`config.mk`:
```
export PLATFORM = sky130hd
export DESIGN_NAME = ili_spi_tx_flat
export DESIGN_NICKNAME = d
export VERILOG_FILES = /design/src/rtl/ili_spi_tx_if.sv /design/src/rtl/ili_spi_tx.sv /design/src/flat_wrapper.sv
export SDC_FILE = /design/constraint.sdc
export NUM_CORES = 1
export LEC_CHECK = 0
export BUFFER_PORTS_ARGS = -buffer_cell sky130_fd_sc_hd__buf_2
export CAP_MARGIN = 20
export CELL_PAD_IN_SITES_DETAIL_PLACEMENT = 0
export CELL_PAD_IN_SITES_GLOBAL_PLACEMENT = 1
export CORE_MARGIN = 4
export CORE_UTILIZATION = 39
export CTS_CLUSTER_SIZE = 10
export DETAILED_ROUTE_END_ITERATION = 16
export PLACE_DENSITY = 0.72
export SLEW_MARGIN = 20
export SYNTH_ARGS = -nofsm -noshare
export SYNTH_HDL_FRONTEND = slang
export SYNTH_SLANG_ARGS = --single-unit
export TNS_END_PERCENT = 50
```
`constraint.sdc`:
```
create_clock -name clk -period 2.1 [get_ports clk]
set_clock_uncertainty 0.1 [all_clocks]
set_input_delay 0.42 -clock clk [delete_from_list [all_inputs] [get_ports clk]]
set_output_delay 0.42 -clock clk [all_outputs]
set_load 0.03 [all_outputs]
```
`src/rtl/ili_spi_tx_if.sv`:
```
//------------------------------------------------------------------------------
// ili_spi_tx_if
//   Request/status interface between a panel controller and ili_spi_tx.
//
//   Signals
//     i_send_ena : transfer request, sampled every clock
//     i_dc       : 0 = command word, 1 = parameter/data word
//     i_data     : word to shift out, MSB first
//     o_busy     : transmitter is working on a word
//     o_sent     : one-cycle completion pulse
//
//   Modports
//     master : controller side (drives the request)
//     slave  : transmitter side (drives busy/sent)
//------------------------------------------------------------------------------
interface ili_spi_tx_if #(
    parameter int DW = 8
);
    logic          i_send_ena;
    logic          i_dc;
    logic [DW-1:0] i_data;
    logic          o_busy;
    logic          o_sent;

    modport master (
        output i_send_ena,
        output i_dc,
        output i_data,
        input  o_busy,
        input  o_sent
    );

    modport slave (
        input  i_send_ena,
        input  i_dc,
        input  i_data,
        output o_busy,
        output o_sent
    );
endinterface

```
`src/rtl/ili_spi_tx.sv`:
```
//------------------------------------------------------------------------------
// ili_spi_tx
//   Write-only SPI (mode 0) serializer for ILI-style display panels. A request
//   latches one DW-bit word plus its D/CX flag, then the word is shifted out
//   MSB first with chip select asserted around it.
//
//   Parameters
//     DW      : serial word width in bits (1..32)
//     CLK_DIV : clk cycles per SCL half-period (>= 1)
//
//   Ports
//     clk, rst    : single clock, synchronous active-high reset
//     bus (slave) : i_send_ena / i_dc / i_data request, o_busy / o_sent status
//     o_spi_cs_n  : panel chip select, active low
//     o_spi_dc    : panel D/CX, holds its last value while idle
//     o_spi_scl   : serial clock, idle low
//     o_spi_sda   : serial data, MSB first, 0 while idle
//
//   Build option
//     ILI_SPI_BURST_EN : when defined, a request seen in DONE is accepted and
//                        chip select stays low between consecutive words.
//
//   Timing: accepted in cycle 0 -> SETUP for CLK_DIV cycles, SHIFT for
//   2*DW*CLK_DIV cycles, HOLD for CLK_DIV cycles, DONE (o_sent) in cycle
//   1 + 2*CLK_DIV + 2*DW*CLK_DIV.
//------------------------------------------------------------------------------
module ili_spi_tx #(
    parameter int DW      = 8,
    parameter int CLK_DIV = 2
) (
    input  logic        clk,
    input  logic        rst,
    ili_spi_tx_if.slave bus,
    output logic        o_spi_cs_n,
    output logic        o_spi_dc,
    output logic        o_spi_scl,
    output logic        o_spi_sda
);

    localparam int DIVW = $clog2(CLK_DIV) + 1;
    localparam int BITW = $clog2(DW) + 1;

    localparam logic [DIVW-1:0] DIV_LAST = DIVW'(CLK_DIV - 1);
    localparam logic [BITW-1:0] BIT_LAST = BITW'(DW);

`ifdef ILI_SPI_BURST_EN
    // Chip select is kept low in DONE so the next word can follow directly.
    localparam logic CS_IN_DONE = 1'b0;
`else
    localparam logic CS_IN_DONE = 1'b1;
`endif

    typedef enum logic [2:0] {
        IDLE,
        SETUP,
        SHIFT,
        HOLD,
        DONE
    } state_t;

    state_t          r_state,   w_state_nxt;
    logic [DIVW-1:0] r_div_cnt, w_div_cnt_nxt;
    logic [BITW-1:0] r_bit_cnt, w_bit_cnt_nxt;
    logic [DW-1:0]   r_shreg,   w_shreg_nxt;
    logic            r_dc,      w_dc_nxt;
    logic            r_scl,     w_scl_nxt;
    logic            r_cs_n,    w_cs_n_nxt;
    logic            r_busy,    w_busy_nxt;
    logic            r_sent,    w_sent_nxt;

    logic            w_div_done;
    logic            w_accept;

    // Last cycle of the current SCL half-period (or SETUP/HOLD window).
    assign w_div_done = (r_div_cnt == DIV_LAST);

    // Requests are only looked at when no word is in flight; busy cycles
    // simply never reach the latch below.
`ifdef ILI_SPI_BURST_EN
    assign w_accept = bus.i_send_ena && ((r_state == IDLE) || (r_state == DONE));
`else
    assign w_accept = bus.i_send_ena && (r_state == IDLE);
`endif

    //--------------------------------------------------------------------------
    // Next-state and next-output logic. Every output is a flop loaded from the
    // next-state values, so the pins line up with the state they belong to and
    // no input reaches a pin combinationally.
    //--------------------------------------------------------------------------
    always_comb begin
        w_state_nxt   = r_state;
        w_div_cnt_nxt = r_div_cnt;
        w_bit_cnt_nxt = r_bit_cnt;
        w_shreg_nxt   = r_shreg;
        w_dc_nxt      = r_dc;
        w_scl_nxt     = r_scl;

        case (r_state)
            IDLE: begin
                w_scl_nxt = 1'b0;
            end

            SETUP: begin
                if (w_div_done) begin
                    w_state_nxt   = SHIFT;
                    w_div_cnt_nxt = '0;
                    w_scl_nxt     = 1'b1;   // first rising edge, MSB already on sda
                end else begin
                    w_div_cnt_nxt = r_div_cnt + 1'b1;
                end
            end

            SHIFT: begin
                if (w_div_done) begin
                    w_div_cnt_nxt = '0;
                    if (r_scl) begin
                        // Falling edge: present the next bit and count this one.
                        w_scl_nxt     = 1'b0;
                        w_shreg_nxt   = r_shreg << 1;
                        w_bit_cnt_nxt = r_bit_cnt + 1'b1;
                    end else if (r_bit_cnt == BIT_LAST) begin
                        // Low phase after the last falling edge has elapsed.
                        w_state_nxt = HOLD;
                    end else begin
                        w_scl_nxt = 1'b1;
                    end
                end else begin
                    w_div_cnt_nxt = r_div_cnt + 1'b1;
                end
            end

            HOLD: begin
                if (w_div_done) begin
                    w_state_nxt   = DONE;
                    w_div_cnt_nxt = '0;
                end else begin
                    w_div_cnt_nxt = r_div_cnt + 1'b1;
                end
            end

            DONE: begin
                w_state_nxt = IDLE;
            end

            default: begin
                w_state_nxt = IDLE;
            end
        endcase

        // Acceptance overrides the normal progression (IDLE, or DONE in burst).
        if (w_accept) begin
            w_state_nxt   = SETUP;
            w_div_cnt_nxt = '0;
            w_bit_cnt_nxt = '0;
            w_shreg_nxt   = bus.i_data;
            w_dc_nxt      = bus.i_dc;
            w_scl_nxt     = 1'b0;
        end

        w_busy_nxt = (w_state_nxt != IDLE);
        w_sent_nxt = (w_state_nxt == DONE);
        w_cs_n_nxt = (w_state_nxt == IDLE) || ((w_state_nxt == DONE) && CS_IN_DONE);
    end

    //--------------------------------------------------------------------------
    // State and output registers
    //--------------------------------------------------------------------------
    always_ff @(posedge clk) begin
        if (rst) begin
            r_state   <= IDLE;
            r_div_cnt <= '0;
            r_bit_cnt <= '0;
            r_shreg   <= '0;
            r_dc      <= 1'b0;
            r_scl     <= 1'b0;
            r_cs_n    <= 1'b1;
            r_busy    <= 1'b0;
            r_sent    <= 1'b0;
        end else begin
            r_state   <= w_state_nxt;
            r_div_cnt <= w_div_cnt_nxt;
            r_bit_cnt <= w_bit_cnt_nxt;
            r_shreg   <= w_shreg_nxt;
            r_dc      <= w_dc_nxt;
            r_scl     <= w_scl_nxt;
            r_cs_n    <= w_cs_n_nxt;
            r_busy    <= w_busy_nxt;
            r_sent    <= w_sent_nxt;
        end
    end

    // The shifter fills with zeros, so after a full word (or reset) the MSB,
    // and therefore sda, is 0 while idle.
    assign o_spi_sda  = r_shreg[DW-1];
    assign o_spi_scl  = r_scl;
    assign o_spi_cs_n = r_cs_n;
    assign o_spi_dc   = r_dc;
    assign bus.o_busy = r_busy;
    assign bus.o_sent = r_sent;

endmodule

```
`src/flat_wrapper.sv`:
```
// flat-port wrapper written by rule: the top's interface ports become plain ports
module ili_spi_tx_flat 
#(
    parameter int DW      = 8,
    parameter int CLK_DIV = 2
)
  (clk, rst, o_spi_cs_n, o_spi_dc, o_spi_scl, o_spi_sda, bus_i_send_ena, bus_i_dc, bus_i_data, bus_o_busy, bus_o_sent);
  ili_spi_tx_if #(.DW(DW)) bus_i ();
  input  logic clk;
  input  logic rst;
  output logic o_spi_cs_n;
  output logic o_spi_dc;
  output logic o_spi_scl;
  output logic o_spi_sda;
  input wire logic [$bits(bus_i.i_send_ena)-1:0] bus_i_send_ena;
  input wire logic [$bits(bus_i.i_dc)-1:0] bus_i_dc;
  input wire logic [$bits(bus_i.i_data)-1:0] bus_i_data;
  output wire logic [$bits(bus_i.o_busy)-1:0] bus_o_busy;
  output wire logic [$bits(bus_i.o_sent)-1:0] bus_o_sent;
  assign bus_i.i_send_ena = bus_i_send_ena;
  assign bus_i.i_dc = bus_i_dc;
  assign bus_i.i_data = bus_i_data;
  assign bus_o_busy = bus_i.o_busy;
  assign bus_o_sent = bus_i.o_sent;
  ili_spi_tx #(.DW(DW), .CLK_DIV(CLK_DIV)) u_core (.clk(clk), .rst(rst), .bus(bus_i), .o_spi_cs_n(o_spi_cs_n), .o_spi_dc(o_spi_dc), .o_spi_scl(o_spi_scl), .o_spi_sda(o_spi_sda));
endmodule
```
==> results of run 1 <==
## worst max-delay path, stage by stage, from the launching register on
cell	delay [ps]
dfxtp_1	420
or3b_4	480
or4_1	520
a21oi_1	150
## state kept, by name, summed over array words and instances, names as in the netlist, 2 cells and up
| signal | count |
|---|---|
| u_core.r_shreg | 8 |
| u_core.r_bit_cnt | 4 |
| u_core.r_div_cnt | 2 |
| u_core.r_state | 3 |
## cells by family after synthesis
logic type | synth area share, %
adder cells (fa/ha/maj) | 2.50
XOR/XNOR | 2.63
buffers and inverters | 6.12
flip-flops | 44.0
AO/OA/AOI/OAI | 24.9
AND/OR/NAND/NOR | 19.9
## path summary, 6_finish.rpt
kind | end | cells past startpoint
max | u_core.r_bit_cnt[3] | 3
min | u_core.o_spi_dc | 3
max reg2reg | u_core.r_bit_cnt[3] | 3
min reg2reg | u_core.o_spi_dc | 2
## power by group
part | internal (W) | switching (W)
sequential | 0.000441 | 0.0000125
clock | 0.000193 | 0.000140
combinational | 0.0000550 | 0.0000815
## synthesized netlist by cell type (3+ instances only)
master,count,area (um^2)
inv_1,6,22.5
o21ai_0,16,80.1
dfxtp_1,22,440
a21oi_1,12,60.1
nand2_1,7,26.3
clkbuf_1,6,22.5
nand3_1,4,20.0
nor2_1,4,15.0
and3b_1,3,26.3
a31oi_1,6,37.5
## through the flow
step	util, %	hold WS [ps]	area [um^2]	std cells
final	47.9	241	1170	164
after global routing	47.9	238	1170	164
after CTS	47.9	231	1170	164
after detailed placement	45.7	348	1120	160
after global placement	45.7	342	1120	160
after floorplan	-	347	1000	116
## layout make-up
| type | instances | area [um^2] | area share (%) |
|---|---|---|---|
| Sequential cell | 22 | 440 | 37.5 |
| Timing Repair Buffer | 22 | 123 | 10.4 |
| Inverter | 6 | 22.5 | 1.92 |
| Clock inverter | 1 | 30.0 | 2.56 |
| Multi-Input combinational cell | 80 | 499 | 42.5 |
| Tap cell | 30 | 37.5 | 3.19 |
| Clock buffer | 3 | 22.5 | 1.92 |
## layer usage
metal | global-route usage (%) | vias to the layer above
met5 | 0 | -
met4 | 5.83 | 0
met1 | 17.2 | 411
met3 | 3.29 | 2
li1 | - | 458
met2 | 23.1 | 12
==> key figures, run 1 <==
Outcome
  – Status: finished clean

Worst setup path
  – Required @ worst endpoint: 2260 ps
  – Worst setup path start: u_core.r_state[2]
  – Critical path class: flop to flop
  – Worst-path fanout max: 14
  – Worst Setup Start Kind: flop
  – Crit path DAT: 1900 ps
  – CP endpoint kind: flop
  – R2r startpoint: u_core.r_state[2]
  – R2r setup slk: 360 ps

Timing
  – Slew HR: 70.6%
  – Minimum clock period: 1740 ps
  – Count of final setup violators: 0
  – Period Utilization, post-route: 82.8%
  – Pins over their slew limit: 0
  – Max Clk Rate: 0.575 GHz
  – RSZ-0062 raised after global routing: false
  – Final WS setup: 361 ps
  – Worst-Margin Slew: 434 ps
  – Setup TNS: 0 ps
  – Hold Fails Final Rpt: 0

Clock tree
  – CTS Root Buffer Type: clkbuf_4
  – CTS H-tree depth: 1
  – Post-CTS setup buffer count: 0
  – Post-cts sizing count: 0
  – CTS Buf Count: 3
  – Clock buffer depth: 2
  – Sink Count: 22
  – Reg clk slew, reported paths: 140 ps
  – Hold-fix buffer count after cts: 0
  – Clk Latency, worst-skew pair: 320 ps
  – CTS tree: yes

Power
  – Power density cells: 786 nW/um^2
  – P_leak: 0.464 nW
  – Max VDD drop: 0.000375 V
  – Power, Total: 0.000923 W

Floorplanning
  – Die height: 58.7 um
  – Starting Density: 40.8%
  – Top-Level Pins: 18
  – Die ar.: 3440 um^2
  – Core area: 2450 um^2
  – Die X-Extent: 58.7 um
  – # rows: 18

GRT
  – Global Route Usage Sum: 13.9%
  – Vias in the first global route: 866
  – Initial antenna violation count: 0
  – Largest net degree at the start of global routing: 15
  – GRT overflow: 0
  – First-pass GRT wire length: 3.74 mm

Routing
  – WL met3: 113 um
  – DRC viols: 0
  – M1 wire length: 1.14 mm
  – Drt pass-1 iters: 4
  – Vias after detailed routing: 883
  – DR WL/cell: 14.1 um
  – Routed wire length: 2.31 mm
  – Met2 wire len: 1.03 mm
  – Initial DRC count: 35
  – Post-route ant nets: 0
  – Max Used Layer: met4
  – Vias per cell: 5.38

Final layout
  – Leading cell type in the layout, fill and taps excluded: dfxtp_1
  – Fillcell total: 242
  – Commonest cells after routing, fill and taps aside: dfxtp_1 (22), buf_2 (17), o21ai_0 (16)
  – Antenna Cells: 0
  – Area grow syn2layout: 17.4%
  – Layout cells sized above 1: 20.9%
  – Final net count: 149

Logic synthesis
  – Synthesized area: 1000 um^2
  – Yosys warns: 0
  – Synth Flop Type: dfxtp_1
  – Synthesized flop and latch total: 22
  – Post-Syn Nets: 130
  – Sequential fraction of the synthesis area: 44.0%
  – Distinct cells, synth: 32
  – Async SR Flop Fraction: 0%
  – Post-Syn Instances: 116
  – Average cell area after synthesis: 8.63 um^2
  – Post-synth EDFFs: 0

Hold path
  – Hold Path Class: input pin to flop
  – HP Start: bus_i_dc

Placed design
  – Final Wtd Congestion: 0.709
  – Number of port buffers: 17
  – Pre-CTS WS: 332 ps
  – Hpwl dp: 1.60 mm

Flow run
  – MaxCap Viol Count: 0
No activity file was read; power rests on OpenSTA's default activity.
==> run 2, diff against run 1 <==
==> constraint.sdc (replaced) <==
create_clock -name clk -period 1.65 [get_ports clk]
set_clock_uncertainty 0.1 [all_clocks]
set_input_delay 0.33 -clock clk [delete_from_list [all_inputs] [get_ports clk]]
set_output_delay 0.33 -clock clk [all_outputs]
set_load 0.03 [all_outputs]
==> run 2 against run 1 <==
  * Global-route usage grew 0.33 points
  * Routed wire length grew 0.61%
  * Total power grew 16%
  * Register-to-register slack lost 300 ps
  * Largest cell class unchanged
  * Hold slack lost 89 ps
  * Sequential power grew 27%
  * First-iteration DRC count shrank 46%
  * Sequential share of layout area shrank 1.7 points
  * Non-clock buffer count grew 9
  * Setup slack lost 300 ps
  * Critical endpoint unchanged
==> key figures, run 2 (synthesized netlist as in run 1, its figures left out) <==
Power
  – Power density cells: 866 nW/um^2 (+10%)
  – Power, Total: 0.00107 W (+16%)
  – P_leak: 0.502 nW (+8.3%)
  – Max VDD drop: 0.000792 V (+110%)

Clock tree
  – Sink Count: 22 (unchanged)
  – Reg clk slew, reported paths: 120 ps (-20 ps)
  – CTS H-tree depth: 1 (unchanged)
  – CTS tree: yes
  – CTS Root Buffer Type: clkbuf_4
  – Clock buffer depth: 2 (unchanged)
  – Clk Latency, worst-skew pair: 310 ps (about the same)
  – CTS Buf Count: 3 (unchanged)

Final layout
  – Register area: 443 um^2 (+0.57%)
  – Area grow syn2layout: 23.5%
  – Layout cells sized above 1: 28.7% (+7.8 points)
  – Final net count: 158 (+6.0%)
  – Biggest register: u_core.r_shreg
  – Fillcell total: 246 (+1.7%)
  – Leading cell type in the layout, fill and taps excluded: dfxtp_1
  – Final instance area: 1240 um^2 (+5.2%)
  – Multi-input logic area: 507 um^2 (+1.5%)
  – Commonest cells after routing, fill and taps aside: dfxtp_1 (20), buf_2 (17), o21ai_0 (16)
  – Antenna Cells: 0 (unchanged)
  – Largest register FFs: 8 (unchanged)
  – Non-Filler Instances: 173 (+5.5%)
  – Largest regs: u_core.r_shreg (8), u_core.r_bit_cnt (4), u_core.r_state (3)

GRT
  – Vias in the first global route: 830 (-4.2%)
  – First-pass GRT wire length: 3.80 mm (+1.5%)
  – Initial antenna violation count: 0 (unchanged)
  – Largest net degree at the start of global routing: 14 (-1)
  – GRT overflow: 0 (unchanged)
  – Global Route Usage Sum: 14.3% (+0.33 points)

Hold path
  – Hold Crit Depth: 3 (unchanged)
  – HP Start: bus_i_dc
  – Hold Path Class: input pin to flop
  – Hold Path End: u_core.o_spi_dc

Routing
  – M1 wire length: 1.08 mm (-5.1%)
  – Max Used Layer: met4
  – Initial DRC count: 19 (-46%)
  – DR WL/cell: 13.4 um (-4.6%)
  – Vias after detailed routing: 944 (+6.9%)
  – Routed wire length: 2.32 mm (+0.61%)
  – Met2 wire len: 1.07 mm (+3.7%)
  – Drt pass-1 iters: 4 (unchanged)
  – Vias per cell: 5.46 (+1.3%)
  – DRC viols: 0 (unchanged)
  – Post-route ant nets: 0 (unchanged)
  – WL met3: 152 um (+35%)

Timing
  – Worst-Margin Slew: 460 ps (+26.0 ps)
  – Max Clk Rate: 0.627 GHz (+9.1%)
  – Final WS setup: 55.8 ps (-305 ps)
  – Hold Fails Final Rpt: 0 (unchanged)
  – Setup TNS: 0 ps (unchanged)
  – Count of final setup violators: 0 (unchanged)
  – RSZ-0062 raised after global routing: false
  – Minimum clock period: 1590 ps (-145 ps)
  – Pins over their slew limit: 0 (unchanged)
  – Period Utilization, post-route: 96.6% (+14 points)
  – Slew HR: 68.9% (-1.8 points)

Worst setup path
  – WP buf/inv: 0 (unchanged)
  – R2r setup slk: 60 ps (-300 ps)
  – Worst Setup Start Kind: flop
  – Reg2Reg Depth: 3 (unchanged)
  – Critical-path cell list: or3b_4 -> or4_4 -> a21oi_2
  – Crit-path slowest cell: or4_4
  – Required @ worst endpoint: 1790 ps (-470 ps)
  – CP endpoint kind: flop
  – Crit path DAT: 1740 ps (-160 ps)
  – Peak per-stage delay on the critical path: 520 ps (about the same)
  – R2r startpoint: u_core.r_div_cnt[1]
  – CP delay by family, top: simple AND/OR/NAND/NOR gates
  – Reg2reg end: u_core.r_bit_cnt[3]
  – Critical path class: flop to flop
  – Worst-path fanout max: 5 (-9)

Placed design
  – Number of port buffers: 17 (unchanged)
  – Post-Place Cells: 168 (+5.0%)
  – Final Wtd Congestion: 0.792 (+12%)
  – Pre-CTS WS: 40.7 ps (-291 ps)
  – Placed cell area: 1180 um^2 (+5.4%)
  – Hpwl dp: 1.69 mm (+5.6%)

Floorplanning
  – Starting Density: 40.8% (unchanged)
  – Die height: 58.7 um (unchanged)
  – Top-Level Pins: 18 (unchanged)
  – Core area: 2450 um^2 (unchanged)
  – # rows: 18 (unchanged)
  – Die ar.: 3440 um^2 (unchanged)
  – Die X-Extent: 58.7 um (unchanged)

Flow run
  – MaxCap Viol Count: 0 (unchanged)

Outcome
  – Status: finished clean
-- run 2: changes by cell type in the layout (fill, tap and decap cells not counted), sizes merged --
cell,previous run,this run
buf,22,31
bufinv,1,0
clkbuf,3,4
-- run 2: where the power goes --
group | total, W | switching, W | internal, W
clock | 0.000297 | 0.000162 | 0.000135
sequential | 0.000576 | 0.0000143 | 0.000562
combinational | 0.000197 | 0.000111 | 0.0000866
-- run 2: worst reg2reg max path, delay by kind of cell (launching register included) --
family	cells	cell delay (ps)
AND/OR/NAND/NOR	2	930
flip-flops	1	360
AO/OA/AOI/OAI	1	150
-- run 2: routing by layer --
layer,vias up,GRT usage [%]
li1,480,-
met1,432,18.8
met2,30,22.8
met3,2,4.82
met4,0,2.91
met5,-,0
-- run 2: repair_timing --
item,CTS,global route
resized for setup,0,4
buffers inserted,0,1
setup endpoints to repair,0,1
hold buffers,0,0
-- run 2: final cells by class --
cell class	count	area share, %
multi-input combinational	80	41.0
tap	30	3.04
timing repair buffer	31	15.4
clock buffer	4	2.94
inverter	6	1.82
sequential	22	35.8
-- run 2: how the worst max path moves through the flow --
stage                             start                  end  slack (ps)  cells past startpoint
global placement    u_core.r_div_cnt[0]  u_core.r_bit_cnt[3]         110                      3
finish              u_core.r_div_cnt[1]  u_core.r_bit_cnt[3]          60                      3
detailed placement  u_core.r_div_cnt[0]  u_core.r_bit_cnt[3]          40                      3
floorplan             u_core.r_state[2]  u_core.r_bit_cnt[3]          70                      4
global route        u_core.r_div_cnt[1]  u_core.r_bit_cnt[3]           5                      3
CTS                 u_core.r_div_cnt[0]  u_core.r_bit_cnt[3]          30                      3
-- run 2: through the flow --
stage	hold slack [ps]	util, %
2_1_floorplan	299	-
3_3_place_gp	341	48.2
3_5_place_dp	363	48.2
4_1_cts	146	49.6
5_1_grt	168	50.4
6_report	152	50.4
==> run 3, diff against run 2 <==
--- a/config.mk
+++ b/config.mk
@@ -5,6 +5,7 @@
 export SDC_FILE = /design/constraint.sdc
 export NUM_CORES = 1
 export LEC_CHECK = 0
+export ABC_AREA = 1
 export BUFFER_PORTS_ARGS = -buffer_cell sky130_fd_sc_hd__buf_2
 export CAP_MARGIN = 20
 export CELL_PAD_IN_SITES_DETAIL_PLACEMENT = 0
@@ -13,7 +14,7 @@
 export CORE_UTILIZATION = 39
 export CTS_CLUSTER_SIZE = 10
 export DETAILED_ROUTE_END_ITERATION = 16
-export PLACE_DENSITY = 0.72
+export PLACE_DENSITY = 0.73
 export SLEW_MARGIN = 20
 export SYNTH_ARGS = -nofsm -noshare
 export SYNTH_HDL_FRONTEND = slang
==> run 3 against run 2 <==
  * Synthesized area rose by 7.7%
  * Utilization is 2.4 points lower
  * Cell area is 0.30% lower
  * Total power increased by 12%
  * Combinational power rose by 7%
  * Register-to-register slack better by 260 ps
  * Via count fell by 7.6%
  * Critical path type is now flop to output port
  * Critical endpoint is now o_spi_scl
  * Largest power group unchanged
==> key figures, run 3 <==
Outcome
  – Status: finished clean

Final layout
  – Non-Filler Instances: 191 (+10%)
  – Biggest register: u_core.r_shreg
  – Area grow syn2layout: 14.3%
  – Largest register FFs: 8 (unchanged)
  – Fillcell total: 276 (+12%)
  – Antenna Cells: 0 (unchanged)
  – Layout cells sized above 1: 27.3% (-1.3 points)
  – Final net count: 176 (+11%)
  – Commonest cells after routing, fill and taps aside: nand2_1 (36), dfxtp_1 (22), buf_2 (17)
  – Leading cell type in the layout, fill and taps excluded: nand2_1
  – Largest regs: u_core.r_shreg (8), u_core.r_bit_cnt (4), u_core.r_state (3)

GRT
  – Met1 usage: 16.6% (-2.2 points)
  – Global Route met2 Usage: 20.3% (-2.5 points)
  – GRT overflow: 0 (unchanged)
  – Vias in the first global route: 820 (-1.2%)
  – Initial antenna violation count: 0 (unchanged)
  – Global-route met3 utilization: 3.19% (-1.6 points)
  – Busiest grt layer: met2
  – Largest net degree at the start of global routing: 15 (+1)
  – First-pass GRT wire length: 3.53 mm (-6.9%)
  – Global Route Usage Sum: 12.8% (-1.4 points)

Worst setup path
  – Peak per-stage delay on the critical path: 450 ps (-70 ps)
  – Crit path DAT: 990 ps (-750 ps)
  – WP buf/inv: 1 (+1)
  – CP delay by family, top: flip-flops
  – CP endpoint kind: output port
  – Required @ worst endpoint: 1220 ps (-570 ps)
  – Critical path class: flop to output port
  – Worst Setup Start Kind: flop
  – Crit-path slowest cell: dfxtp_1
  – Worst-path fanout max: 5 (unchanged)
  – Critical-path cell list: buf_2

Floorplanning
  – Die height: 60.6 um (+3.3%)
  – Die X-Extent: 60.6 um (+3.3%)
  – Top-Level Pins: 18 (unchanged)
  – Die ar.: 3670 um^2 (+6.7%)
  – # rows: 18 (unchanged)
  – Starting Density: 42.0% (+1.2 points)
  – Core area: 2570 um^2 (+4.6%)

Routing
  – DRC viols: 0 (unchanged)
  – Initial DRC count: 31 (+12)
  – DR WL/cell: 10.0 um (-25%)
  – Post-route ant nets: 0 (unchanged)
  – Vias per cell: 4.57 (-16%)
  – Vias after detailed routing: 872 (-7.6%)
  – Drt pass-1 iters: 4 (unchanged)
  – Routed wire length: 1.92 mm (-17%)

Clock tree
  – Clock buffer depth: 2 (unchanged)
  – CTS Buf Count: 3 (unchanged)
  – Hold-fix buffer count after cts: 0 (unchanged)
  – Post-CTS setup buffer count: 0 (unchanged)
  – Sink Count: 22 (unchanged)
  – Clk Latency, worst-skew pair: 300 ps (about the same)
  – CTS Root Buffer Type: clkbuf_4
  – CTS tree: yes
  – CTS H-tree depth: 1 (unchanged)
  – Post-cts sizing count: 0 (unchanged)
  – Reg clk slew, reported paths: 130 ps (about the same)

Timing
  – Period Utilization, post-route: 85.9% (-11 points)
  – Slew HR: 82.3% (+13 points)
  – Setup TNS: 0 ps (unchanged)
  – Minimum clock period: 1420 ps (-177 ps)
  – Pins over their slew limit: 0 (unchanged)
  – RSZ-0062 raised after global routing: false
  – Hold Fails Final Rpt: 0 (unchanged)
  – Count of final setup violators: 0 (unchanged)
  – Final WS setup: 232 ps (+177 ps)
  – Max Clk Rate: 0.705 GHz (+12%)
  – Worst-Margin Slew: 266 ps (-195 ps)

Flow run
  – MaxCap Viol Count: 0 (unchanged)

Power
  – Sw frac: 26.3% (-0.58 points)
  – Psw: 0.000315 W (+9.5%)
  – Max VDD drop: 0.000571 V (-28%)
  – Power density cells: 973 nW/um^2 (+12%)
  – Clock power share: 34.0% (+6.3 points)
  – Pint: 0.000884 W (+13%)
  – Seq pwr share: 48.5% (-5.3 points)
  – P_leak: 0.576 nW (+15%)
  – Combinational power share: 17.5% (-0.9 points)

Logic synthesis
  – Distinct cells, synth: 25 (-22%)
  – Synth Flop Type: dfxtp_1
  – Synthesized flop and latch total: 22 (unchanged)
  – Top cell type's share of synthesized area: 40.8% (-3.2 points)
  – Synthesized area: 1080 um^2 (+7.7%)
  – Most common library cells after synthesis: nand2_1 (36), dfxtp_1 (22), inv_1 (13), nor2_1 (13)
  – Yosys warns: 0 (unchanged)
  – Count leader, synth: nand2_1
  – Average cell area after synthesis: 7.65 um^2 (-11%)
  – Post-Syn Nets: 155 (+19%)
  – Post-Syn Instances: 141 (+22%)
  – Post-synth EDFFs: 0 (unchanged)
  – Sequential fraction of the synthesis area: 40.8% (-3.2 points)
  – Async SR Flop Fraction: 0% (unchanged)
  – Largest area contributor in the netlist: dfxtp_1
  – Synth top area cells: dfxtp_1 (41%), nand2_1 (13%), inv_1 (4.5%), nor2_1 (4.5%), a21oi_1 (4.2%)

Placed design
  – Post-Place Cells: 187 (+11%)
  – Hpwl dp: 1.51 mm (-11%)
  – Pre-CTS WS: 322 ps (+281 ps)
  – Final Wtd Congestion: 0.720 (-9.1%)
  – Number of port buffers: 17 (unchanged)

Hold path
  – Hold Path Class: input pin to flop
## run 3: logic make-up after synthesis
logic type      count (synthesis)  share of synthesized area, %
compound gates                 23                          12.1
xor+xnor                        1                         0.812
fa+ha+maj                       2                          2.32
buf+inv                        22                          10.7
flops                          22                          40.8
simple gates                   71                          33.3
## run 3: per-stage QoR
step           cell area (um^2)  hold WS, ps  utilization [%]  total power, W
2_1_floorplan              1080          316                -        0.000761
3_3_place_gp               1180          326             46.0        0.000807
3_5_place_dp               1180          326             46.0        0.000807
4_1_cts                    1230          118             48.0         0.00123
5_1_grt                    1230          135             48.0         0.00128
6_report                   1230          136             48.0         0.00120
## run 3: final cells by class
type                    count  area, um^2  share of cell area, %
inverters                  19        78.8                   6.40
repair buffers             19         100                   8.12
clock buffers               3        22.5                   1.83
well taps                  30        37.5                   3.05
flip-flops and latches     22         440                   35.7
clock inverters             1        30.0                   2.44
multi-input cells          97         523                   42.4
## run 3: power by group through the flow
| stage | logic (W) | registers [W] | clock network (W) |
|---|---|---|---|
| floorplan | 0.000146 | 0.000615 | 0 |
| global placement | 0.000214 | 0.000593 | 0 |
| detailed placement | 0.000213 | 0.000594 | 0 |
| CTS | 0.000214 | 0.000582 | 0.000433 |
| global route | 0.000239 | 0.000587 | 0.000459 |
| finish | 0.000210 | 0.000582 | 0.000407 |
## run 3: layer usage
metal	share of wire (%)	vias up
met4	1.1	0
met3	4.1	2
li1	-	488
met5	0	-
met2	47	13
met1	47	369
## run 3: worst paths after layout
| kind | start | depth (start not counted) | slack [ps] | end |
|---|---|---|---|---|
| hold reg to reg | u_core.r_div_cnt[1] | 2 | 340 | u_core.r_div_cnt[1] |
| hold / removal | bus_i_dc | 3 | 140 | u_core.o_spi_dc |
| setup reg to reg | u_core.r_bit_cnt[0] | 8 | 320 | u_core.bus.o_busy |
| setup / recovery | u_core.o_spi_scl | 1 | 230 | o_spi_scl |
